`src/rtl/ps2_rx_fifo.sv`:
```
// PS/2 keyboard receiver: tick-sampled glitch filter, frame FSM with parity/stop/timeout
// checks, optional E0/F0 prefix folding, and a first-word-fall-through output FIFO.
module ps2_rx_fifo #(
  parameter int unsigned CLK_DIV = 250,
  parameter int unsigned FILTER  = 3,
  parameter int unsigned TIMEOUT = 4000,
  parameter int unsigned DEPTH   = 8,
  parameter int unsigned DECODE  = 1
) (
  input  logic                     CLK,
  input  logic                     RST_N,
  input  logic                     PS2_CLK,
  input  logic                     PS2_DATA,
  input  logic                     RD_EN,
  output logic [9:0]               RD_DATA,
  output logic                     EMPTY,
  output logic                     FULL,
  output logic [$clog2(DEPTH):0]   LEVEL,
  output logic                     ERR_PARITY,
  output logic                     ERR_FRAME,
  output logic                     OVERFLOW
);

  localparam int unsigned AW    = $clog2(DEPTH);
  localparam int unsigned LW    = AW + 1;
  localparam int unsigned DIV_W = $clog2(CLK_DIV);
  localparam int unsigned FLT_W = $clog2(FILTER + 1);
  localparam int unsigned TO_W  = $clog2(TIMEOUT + 1);

  typedef enum logic [1:0] {S_IDLE, S_SHIFT, S_CHECK} state_t;

  logic [DIV_W-1:0] div_cnt;
  logic             tick;
  logic [1:0]       clk_sync;
  logic [1:0]       dat_sync;
  logic             filt_clk;
  logic [FLT_W-1:0] filt_cnt;
  logic             flt_flip;
  logic             bit_edge;
  state_t           state;
  logic [9:0]       shreg;
  logic [3:0]       bit_cnt;
  logic [TO_W-1:0]  to_cnt;
  logic             ext_pend;
  logic             rel_pend;
  logic             push_req;
  logic [9:0]       push_data;
  logic [9:0]       mem [DEPTH];
  logic [AW-1:0]    wr_ptr;
  logic [AW-1:0]    rd_ptr;
  logic             do_pop;
  logic             do_push;
  logic [LW-1:0]    level_nxt;

  // Sample-tick divider
  assign tick = (div_cnt == DIV_W'(CLK_DIV - 1));

  always_ff @(posedge CLK or negedge RST_N) begin
    if (!RST_N) div_cnt <= '0;
    else        div_cnt <= tick ? '0 : div_cnt + DIV_W'(1);
  end

  // Synchronisers and tick-based clock filter; a flip needs FILTER consecutive differing samples
  assign flt_flip = tick && (clk_sync[1] != filt_clk) && (filt_cnt == FLT_W'(FILTER - 1));
  assign bit_edge = flt_flip && filt_clk;

  always_ff @(posedge CLK or negedge RST_N) begin
    if (!RST_N) begin
      clk_sync <= 2'b11;
      dat_sync <= 2'b11;
      filt_clk <= 1'b1;
      filt_cnt <= '0;
    end else begin
      clk_sync <= {clk_sync[0], PS2_CLK};
      dat_sync <= {dat_sync[0], PS2_DATA};
      if (tick) begin
        if (clk_sync[1] == filt_clk) begin
          filt_cnt <= '0;
        end else if (flt_flip) begin
          filt_clk <= clk_sync[1];
          filt_cnt <= '0;
        end else begin
          filt_cnt <= filt_cnt + FLT_W'(1);
        end
      end
    end
  end

  // Frame FSM; shreg ends as {stop, parity, data[7:0]}
  always_ff @(posedge CLK or negedge RST_N) begin
    if (!RST_N) begin
      state      <= S_IDLE;
      shreg      <= '0;
      bit_cnt    <= '0;
      to_cnt     <= '0;
      ext_pend   <= 1'b0;
      rel_pend   <= 1'b0;
      push_req   <= 1'b0;
      push_data  <= '0;
      ERR_PARITY <= 1'b0;
      ERR_FRAME  <= 1'b0;
    end else begin
      ERR_PARITY <= 1'b0;
      ERR_FRAME  <= 1'b0;
      push_req   <= 1'b0;
      case (state)
        S_IDLE: begin
          if (bit_edge && !dat_sync[1]) begin
            state   <= S_SHIFT;
            bit_cnt <= '0;
            to_cnt  <= '0;
          end
        end
        S_SHIFT: begin
          if (bit_edge) begin
            shreg  <= {dat_sync[1], shreg[9:1]};
            to_cnt <= '0;
            if (bit_cnt == 4'd9) state <= S_CHECK;
            else                 bit_cnt <= bit_cnt + 4'd1;
          end else if (tick) begin
            if (to_cnt == TO_W'(TIMEOUT - 1)) begin
              state     <= S_IDLE;
              ERR_FRAME <= 1'b1;
              ext_pend  <= 1'b0;
              rel_pend  <= 1'b0;
              to_cnt    <= '0;
              bit_cnt   <= '0;
            end else begin
              to_cnt <= to_cnt + TO_W'(1);
            end
          end
        end
        S_CHECK: begin
          state   <= S_IDLE;
          bit_cnt <= '0;
          to_cnt  <= '0;
          if (!shreg[9]) begin
            ERR_FRAME <= 1'b1;
            ext_pend  <= 1'b0;
            rel_pend  <= 1'b0;
          end else if (!(^shreg[8:0])) begin
            ERR_PARITY <= 1'b1;
            ext_pend   <= 1'b0;
            rel_pend   <= 1'b0;
          end else if ((DECODE != 0) && (shreg[7:0] == 8'hE0)) begin
            ext_pend <= 1'b1;
          end else if ((DECODE != 0) && (shreg[7:0] == 8'hF0)) begin
            rel_pend <= 1'b1;
          end else begin
            push_req  <= 1'b1;
            push_data <= {ext_pend, rel_pend, shreg[7:0]};
            ext_pend  <= 1'b0;
            rel_pend  <= 1'b0;
          end
        end
        default: state <= S_IDLE;
      endcase
    end
  end

  // Output FIFO; a push into a full FIFO succeeds only when a pop frees a slot the same cycle
  assign do_pop  = RD_EN && !EMPTY;
  assign do_push = push_req && (!FULL || do_pop);
  assign RD_DATA = mem[rd_ptr];

  always_comb begin
    level_nxt = LEVEL;
    if (do_push && !do_pop)      level_nxt = LEVEL + LW'(1);
    else if (!do_push && do_pop) level_nxt = LEVEL - LW'(1);
  end

  always_ff @(posedge CLK or negedge RST_N) begin
    if (!RST_N) begin
      for (int unsigned i = 0; i < DEPTH; i++) mem[AW'(i)] <= '0;
      wr_ptr   <= '0;
      rd_ptr   <= '0;
      LEVEL    <= '0;
      EMPTY    <= 1'b1;
      FULL     <= 1'b0;
      OVERFLOW <= 1'b0;
    end else begin
      OVERFLOW <= push_req && FULL && !do_pop;
      if (do_push) begin
        mem[wr_ptr] <= push_data;
        wr_ptr      <= wr_ptr + AW'(1);
      end
      if (do_pop) rd_ptr <= rd_ptr + AW'(1);
      LEVEL <= level_nxt;
      EMPTY <= (level_nxt == '0);
      FULL  <= (level_nxt == LW'(DEPTH));
    end
  end

endmodule

```
`config.mk`:
```
export PLATFORM = sky130hd
export DESIGN_NAME = ps2_rx_fifo
export DESIGN_NICKNAME = d
export VERILOG_FILES = /design/src/rtl/ps2_rx_fifo.sv
export SDC_FILE = /design/constraint.sdc
export NUM_CORES = 1
export LEC_CHECK = 0
export ABC_AREA = 1
export ABC_CLOCK_PERIOD_IN_PS = 4600
export CORE_MARGIN = 3
export CORE_UTILIZATION = 45
export DETAILED_ROUTE_END_ITERATION = 12
export PLACE_DENSITY = 0.6
export SETUP_SLACK_MARGIN = 0.4
export SLEW_MARGIN = 20
export SYNTH_ARGS = -nofsm -noshare
export SYNTH_HDL_FRONTEND = slang
export SYNTH_SLANG_ARGS = --single-unit
```
`constraint.sdc`:
```
create_clock -name CLK -period 4.6 [get_ports CLK]
set_input_delay 0.92 -clock CLK [delete_from_list [all_inputs] [get_ports CLK]]
set_output_delay 0.92 -clock CLK [all_outputs]
set_load 0.02 [all_outputs]
```
## Word-level counts from Yosys, hierarchy flattened

Index checks and enable logic that the tools add are counted.

| word-level totals | value |
|---|---|
| output and inout port bits | 19 |
| logic and storage cells | 150 |
| input port bits | 5 |
| flip-flop bits (word level) | 151 |

| operators by class | value |
|---|---|
| magnitude comparators | 3 |
| reductions and logical operators | 30 |
| bitwise gates (word level) | 5 |
| equality and inequality tests | 21 |
| mux-type cells | 54 |
| $add $sub $neg | 8 |

Operator list:

| operator | number |
|---|---|
| $bwmux 80 | 1 |
| $mux 12 | 4 |
| $pmux 12 s3 | 1 |
| $bmux 10 s3 | 1 |
| $demux 10 s3 | 1 |
| $mux 10 | 3 |
| $mux 4 | 7 |
| $eq 8x8->1 const B | 3 |
| $mux 1 | 23 |
| $reduce_and 5->1 | 4 |
| $mux 2 | 7 |
| $add 12x1->12 const B | 1 |
| $eq 12x12->1 const B | 1 |
| $ne 3x3->1 const B | 4 |
| $pmux 4 s3 | 1 |
| $logic_and 1x1->1 | 11 |
| $reduce_xor 9->1 | 1 |
| $add 4x1->4 const B | 2 |
| $add 8x1->8 const B | 1 |
| $eq 4x4->1 const B | 2 |
| $ge 4x4->1 const B | 2 |
| $mux 8 | 1 |
| $ne 2x2->1 const B | 4 |
| $not 3->4 | 2 |
| other kinds (22) | 33 |

## Logic depth before layout (Yosys ltp)

| logic depth | value |
|---|---|
| word-level depth | 9 |
| depth in mapped cells | 14 |
| mapped depth without buffers | 14 |

## Worst setup path after synthesis

Ideal clock, no wire load.

| timing | value |
|---|---|
| path type | register to output |
| start point | register rd_ptr[0] |
| end point | output port RD_DATA[0] |
| cell stages (with the launch flop) | 7 |
| arrival | 1430 ps |
| path slack | 2250 ps |
| buffers on the path | 1 |
| required time | 3680 ps |
| path through | dfrtp_1 > inv_1 > clkbuf_1 > nor2_1 > o22ai_1 > nor2_1 > a31oi_1 |

| between the ends | value |
|---|---|
| cells in the longest elaborated chain, start to end | 4 |

Ends and longest elaborated chain:

| element | RTL line | source |
|---|---|---|
| start, declared | 50 | `logic [AW-1:0] rd_ptr;` |
| start signal, assigned | 187 | `if (do_pop) rd_ptr <= rd_ptr + AW'(1);` |
| $not 3->4 (not written as such) | 164 | `assign RD_DATA = mem[rd_ptr];` |
| $bmux 10 s3 | 164 |  |
| $mux 10 (not written as such) (2 in a row) | 164 |  |
| end, declared | 15 | `output logic [9:0] RD_DATA,` |

No other way between the ends. The select of a mux whose other input is x is not followed.

## Final worst setup path

| timing | value |
|---|---|
| start point | register rd_ptr[1] |
| end point | output port RD_DATA[8] |

The elaborated chain is that of the path after synthesis.

==> metrics.txt <==
# TYPE chip_impl_metric gauge
chip_impl_info{name="status",value="finished, final reports clean"} 1
chip_impl_metric{name="relSlewSlack",unit="%"} 37.3
chip_impl_metric{name="finalWorstSetupSlack",unit="ns"} 0.730
chip_impl_metric{name="cp_data_arrival_time",unit="ns"} 2.95
chip_impl_metric{name="max_slew.worst_pin.slew",unit="ns"} 0.940
chip_impl_metric{name="initial_core_util",unit="%"} 47.0
chip_impl_metric{name="number_of_clock_buffers_inserted_by_tritoncts",unit=""} 17
chip_impl_metric{name="maximum_clock_skew_at_final_layout",unit="ns"} 0.00710
chip_impl_metric{name="floorplan.die.height",unit="um"} 133
chip_impl_metric{name="cts_resized",unit=""} 0
chip_impl_metric{name="nets_in_the_synthesized_netlist",unit=""} 898
chip_impl_info{name="cts_tree",value="yes"} 1
chip_impl_metric{name="power.total",unit="mW"} 3.82
chip_impl_metric{name="max-vdd-ir-drop",unit="mV"} 0.292
chip_impl_metric{name="num_rows",unit=""} 45
chip_impl_info{name="criticalPathCategory",value="register to output port"} 1
chip_impl_metric{name="synthesis.area_per_instance",unit="um^2"} 8.32
chip_impl_metric{name="clkSinkCount",unit=""} 151
chip_impl_metric{name="synth_enable_flop_cells",unit=""} 0
chip_impl_metric{name="wp_data_required",unit="ns"} 3.68
chip_impl_metric{name="timing.critical_path.fanout_max",unit=""} 22
chip_impl_metric{name="totalNegativeSetupSlack",unit="ns"} 0
chip_impl_metric{name="ioPinCount",unit=""} 24
chip_impl_info{name="mostFrequentLayoutCells",value="nand2_1 (192), o21ai_0 (158), dfrtp_1 (145), nor2_1 (107), inv_1 (74)"} 1
chip_impl_metric{name="clkSlewWorstSetupHoldPaths",unit="ns"} 0.06
chip_impl_metric{name="dpl_worst_slack",unit="ns"} 1.18
chip_impl_metric{name="synth_sequential_area_ratio",unit="%"} 52.0
chip_impl_metric{name="firstDrtPassIters",unit=""} 5
chip_impl_metric{name="drive_gt1_share",unit="%"} 8.32
chip_impl_metric{name="syn-cell-area",unit="um^2"} 7280
chip_impl_metric{name="worst_skew_pair.late_latency",unit="ns"} 0.42
chip_impl_metric{name="buffers_from_clock_root_to_sink_at_most",unit=""} 2
chip_impl_metric{name="fin_nets",unit=""} 911
chip_impl_metric{name="cts_max_level",unit=""} 4
chip_impl_metric{name="route.vias.total",unit=""} 5805
chip_impl_metric{name="routed_via_density",unit=""} 5.22
chip_impl_metric{name="first_global_vias",unit=""} 5505
chip_impl_metric{name="remaining_drc_errors",unit=""} 0
chip_impl_info{name="timing.critical_path.from_type",value="register"} 1
chip_impl_metric{name="wl",unit="um"} 16000
chip_impl_metric{name="post_cts.repair.setup_buffers",unit=""} 0
chip_impl_metric{name="layout-area-overhead-vs-synth",unit="%"} 13.6
chip_impl_metric{name="layout_min_cycle_time",unit="ns"} 3.87
chip_impl_metric{name="f_max",unit="GHz"} 0.258
chip_impl_metric{name="pin_count_of_the_biggest_net_entering_global_routing",unit=""} 102
chip_impl_info{name="final_common_cell",value="nand2_1"} 1
chip_impl_metric{name="post-dp-hpwl",unit="um"} 10600
chip_impl_metric{name="hold-path-cell-count",unit=""} 0
chip_impl_metric{name="initial_antenna_violation_count",unit=""} 0
chip_impl_metric{name="gr-total-overflow",unit=""} 0
chip_impl_metric{name="dieArea",unit="um^2"} 17700
chip_impl_metric{name="yosysUniqueCellTypes",unit=""} 38
chip_impl_metric{name="cellLeakagePower",unit="nW"} 3.66
chip_impl_info{name="cp_capture_type",value="output port"} 1
chip_impl_info{name="grt_setup_unrepaired",value="false"} 1
chip_impl_metric{name="setup_viol_count_final",unit=""} 0
chip_impl_metric{name="cap_violations",unit=""} 0
chip_impl_metric{name="synth_cells",unit=""} 875
chip_impl_info{name="synthFlopType",value="dfrtp_1"} 1
chip_impl_metric{name="holdBufCountCts",unit=""} 0
chip_impl_metric{name="timing_hold_violations_final",unit=""} 0
chip_impl_metric{name="rr_worst_depth",unit=""} 5
chip_impl_metric{name="finalMaxSlewViolations",unit=""} 0
chip_impl_metric{name="period_share",unit="%"} 84.1
chip_impl_metric{name="synth_async_sr_flop_share",unit="%"} 100
chip_impl_metric{name="place.gp.congestion",unit=""} 0.824
chip_impl_info{name="clk_root_buffer_cell",value="clkbuf_16"} 1
chip_impl_metric{name="chipWidth",unit="um"} 133
chip_impl_info{name="hold_path_class",value="register to register"} 1
chip_impl_metric{name="antenna_left",unit=""} 0
chip_impl_metric{name="synth.yosys.warnings",unit=""} 0
chip_impl_metric{name="track_usage",unit="%"} 19.0
chip_impl_metric{name="buffer_ports.inserted",unit=""} 23
chip_impl_metric{name="grt_pass1_wl",unit="um"} 27400
chip_impl_metric{name="wire_per_inst",unit="um"} 14.4
chip_impl_metric{name="yosys_register_bits",unit=""} 151
chip_impl_metric{name="antenna-diode-count",unit=""} 0
chip_impl_metric{name="fp.coreArea",unit="um^2"} 15500
chip_impl_metric{name="power_per_standard_cell_area",unit="nW/um^2"} 462
chip_impl_metric{name="fin_worst_hold_slack",unit="ns"} 0.356
chip_impl_metric{name="drt_iter0_markers",unit=""} 383
-- worst max-delay path: stages (launching register included) --
cell and delay (ns):
dfrtp_1 0.63, inv_1 0.57, o21ai_0 0.19, o22ai_1 0.15
nor2_1 0.06, a31oi_1 0.26, clkdlybuf4s50_1 0.67
-- kinds of logic after synthesis --
logic type	count (synthesis)	synth area share, %
buf+inv	114	6.21
flops	151	52.0
xor+xnor	13	1.56
simple gates	384	23.1
compound gates	195	14.0
fa+ha+maj	18	3.09
-- metrics by stage --
| stage | util [%] | std cells | area, um^2 |
|---|---|---|---|
| detailed placement | 49.7 | 1080 | 7690 |
| global placement | 49.7 | 1080 | 7690 |
| CTS | 53.4 | 1112 | 8270 |
| global route | 53.4 | 1112 | 8270 |
| finish | 53.4 | 1112 | 8270 |
| floorplan | - | 875 | 7280 |
-- routing by layer --
metal / global-route usage (%) / share of wire (%)
met5: 0 / 0
met2: 29.8 / 46
met3: 4.23 / 3.8
met4: 4.80 / 1.2
met1: 27.1 / 49
-- state kept, by name, indices dropped and copies added, names as in the netlist, 2 cells and up --
name and count:
filt_cnt 2, push_data 10, to_cnt 12, mem 80, div_cnt 8, dat_sync 2
rd_ptr 3, state 2, LEVEL 4, clk_sync 2, bit_cnt 4, shreg 10
wr_ptr 3
-- power breakdown --
group | internal (mW) | switching, mW
registers | 1.37 | 0.0584
clock network | 0.807 | 0.543
logic | 0.405 | 0.631
total | 2.58 | 1.23
-- Yosys cell counts (6+ instances only) --
library cell	instances	share of area, %
o21ai_0	158	11
inv_1	74	3.8
a21oi_1	9	0.62
nor2_1	107	5.5
nor2_4	6	0.93
nor3_1	14	0.96
clkbuf_1	32	1.7
xor2_1	10	1.2
nand4_1	18	1.5
dfstp_2	6	2.2
ha_1	18	3.1
o22ai_1	11	0.95
a31oi_1	10	0.86
nand3_1	25	1.7
dfrtp_1	145	50
nand2_1	192	9.9
-- final timing paths --
path / startpoint / end / slack, ns
worst max-delay path: rd_ptr[1] / RD_DATA[8] / 0.73
worst min-delay path: clk_sync[0] / clk_sync[1] / 0.36
worst max register to register: EMPTY / mem[46] / 2.30
worst min register to register: clk_sync[0] / clk_sync[1] / 0.36
max in group asynchronous: RST_N / mem[30] / 3.18
min in group asynchronous: RST_N / LEVEL[0] / 0.62
-- cell type report --
type | count | area [um^2]
Sequential cell | 151 | 3790
Clock buffer | 19 | 443
Fill cell | 1438 | 7220
Multi-Input combinational cell | 610 | 3040
Timing Repair Buffer | 32 | 312
Tap cell | 211 | 264
Inverter | 76 | 290
Clock inverter | 13 | 131
Note: power is estimated with default switching activity, not from simulation.
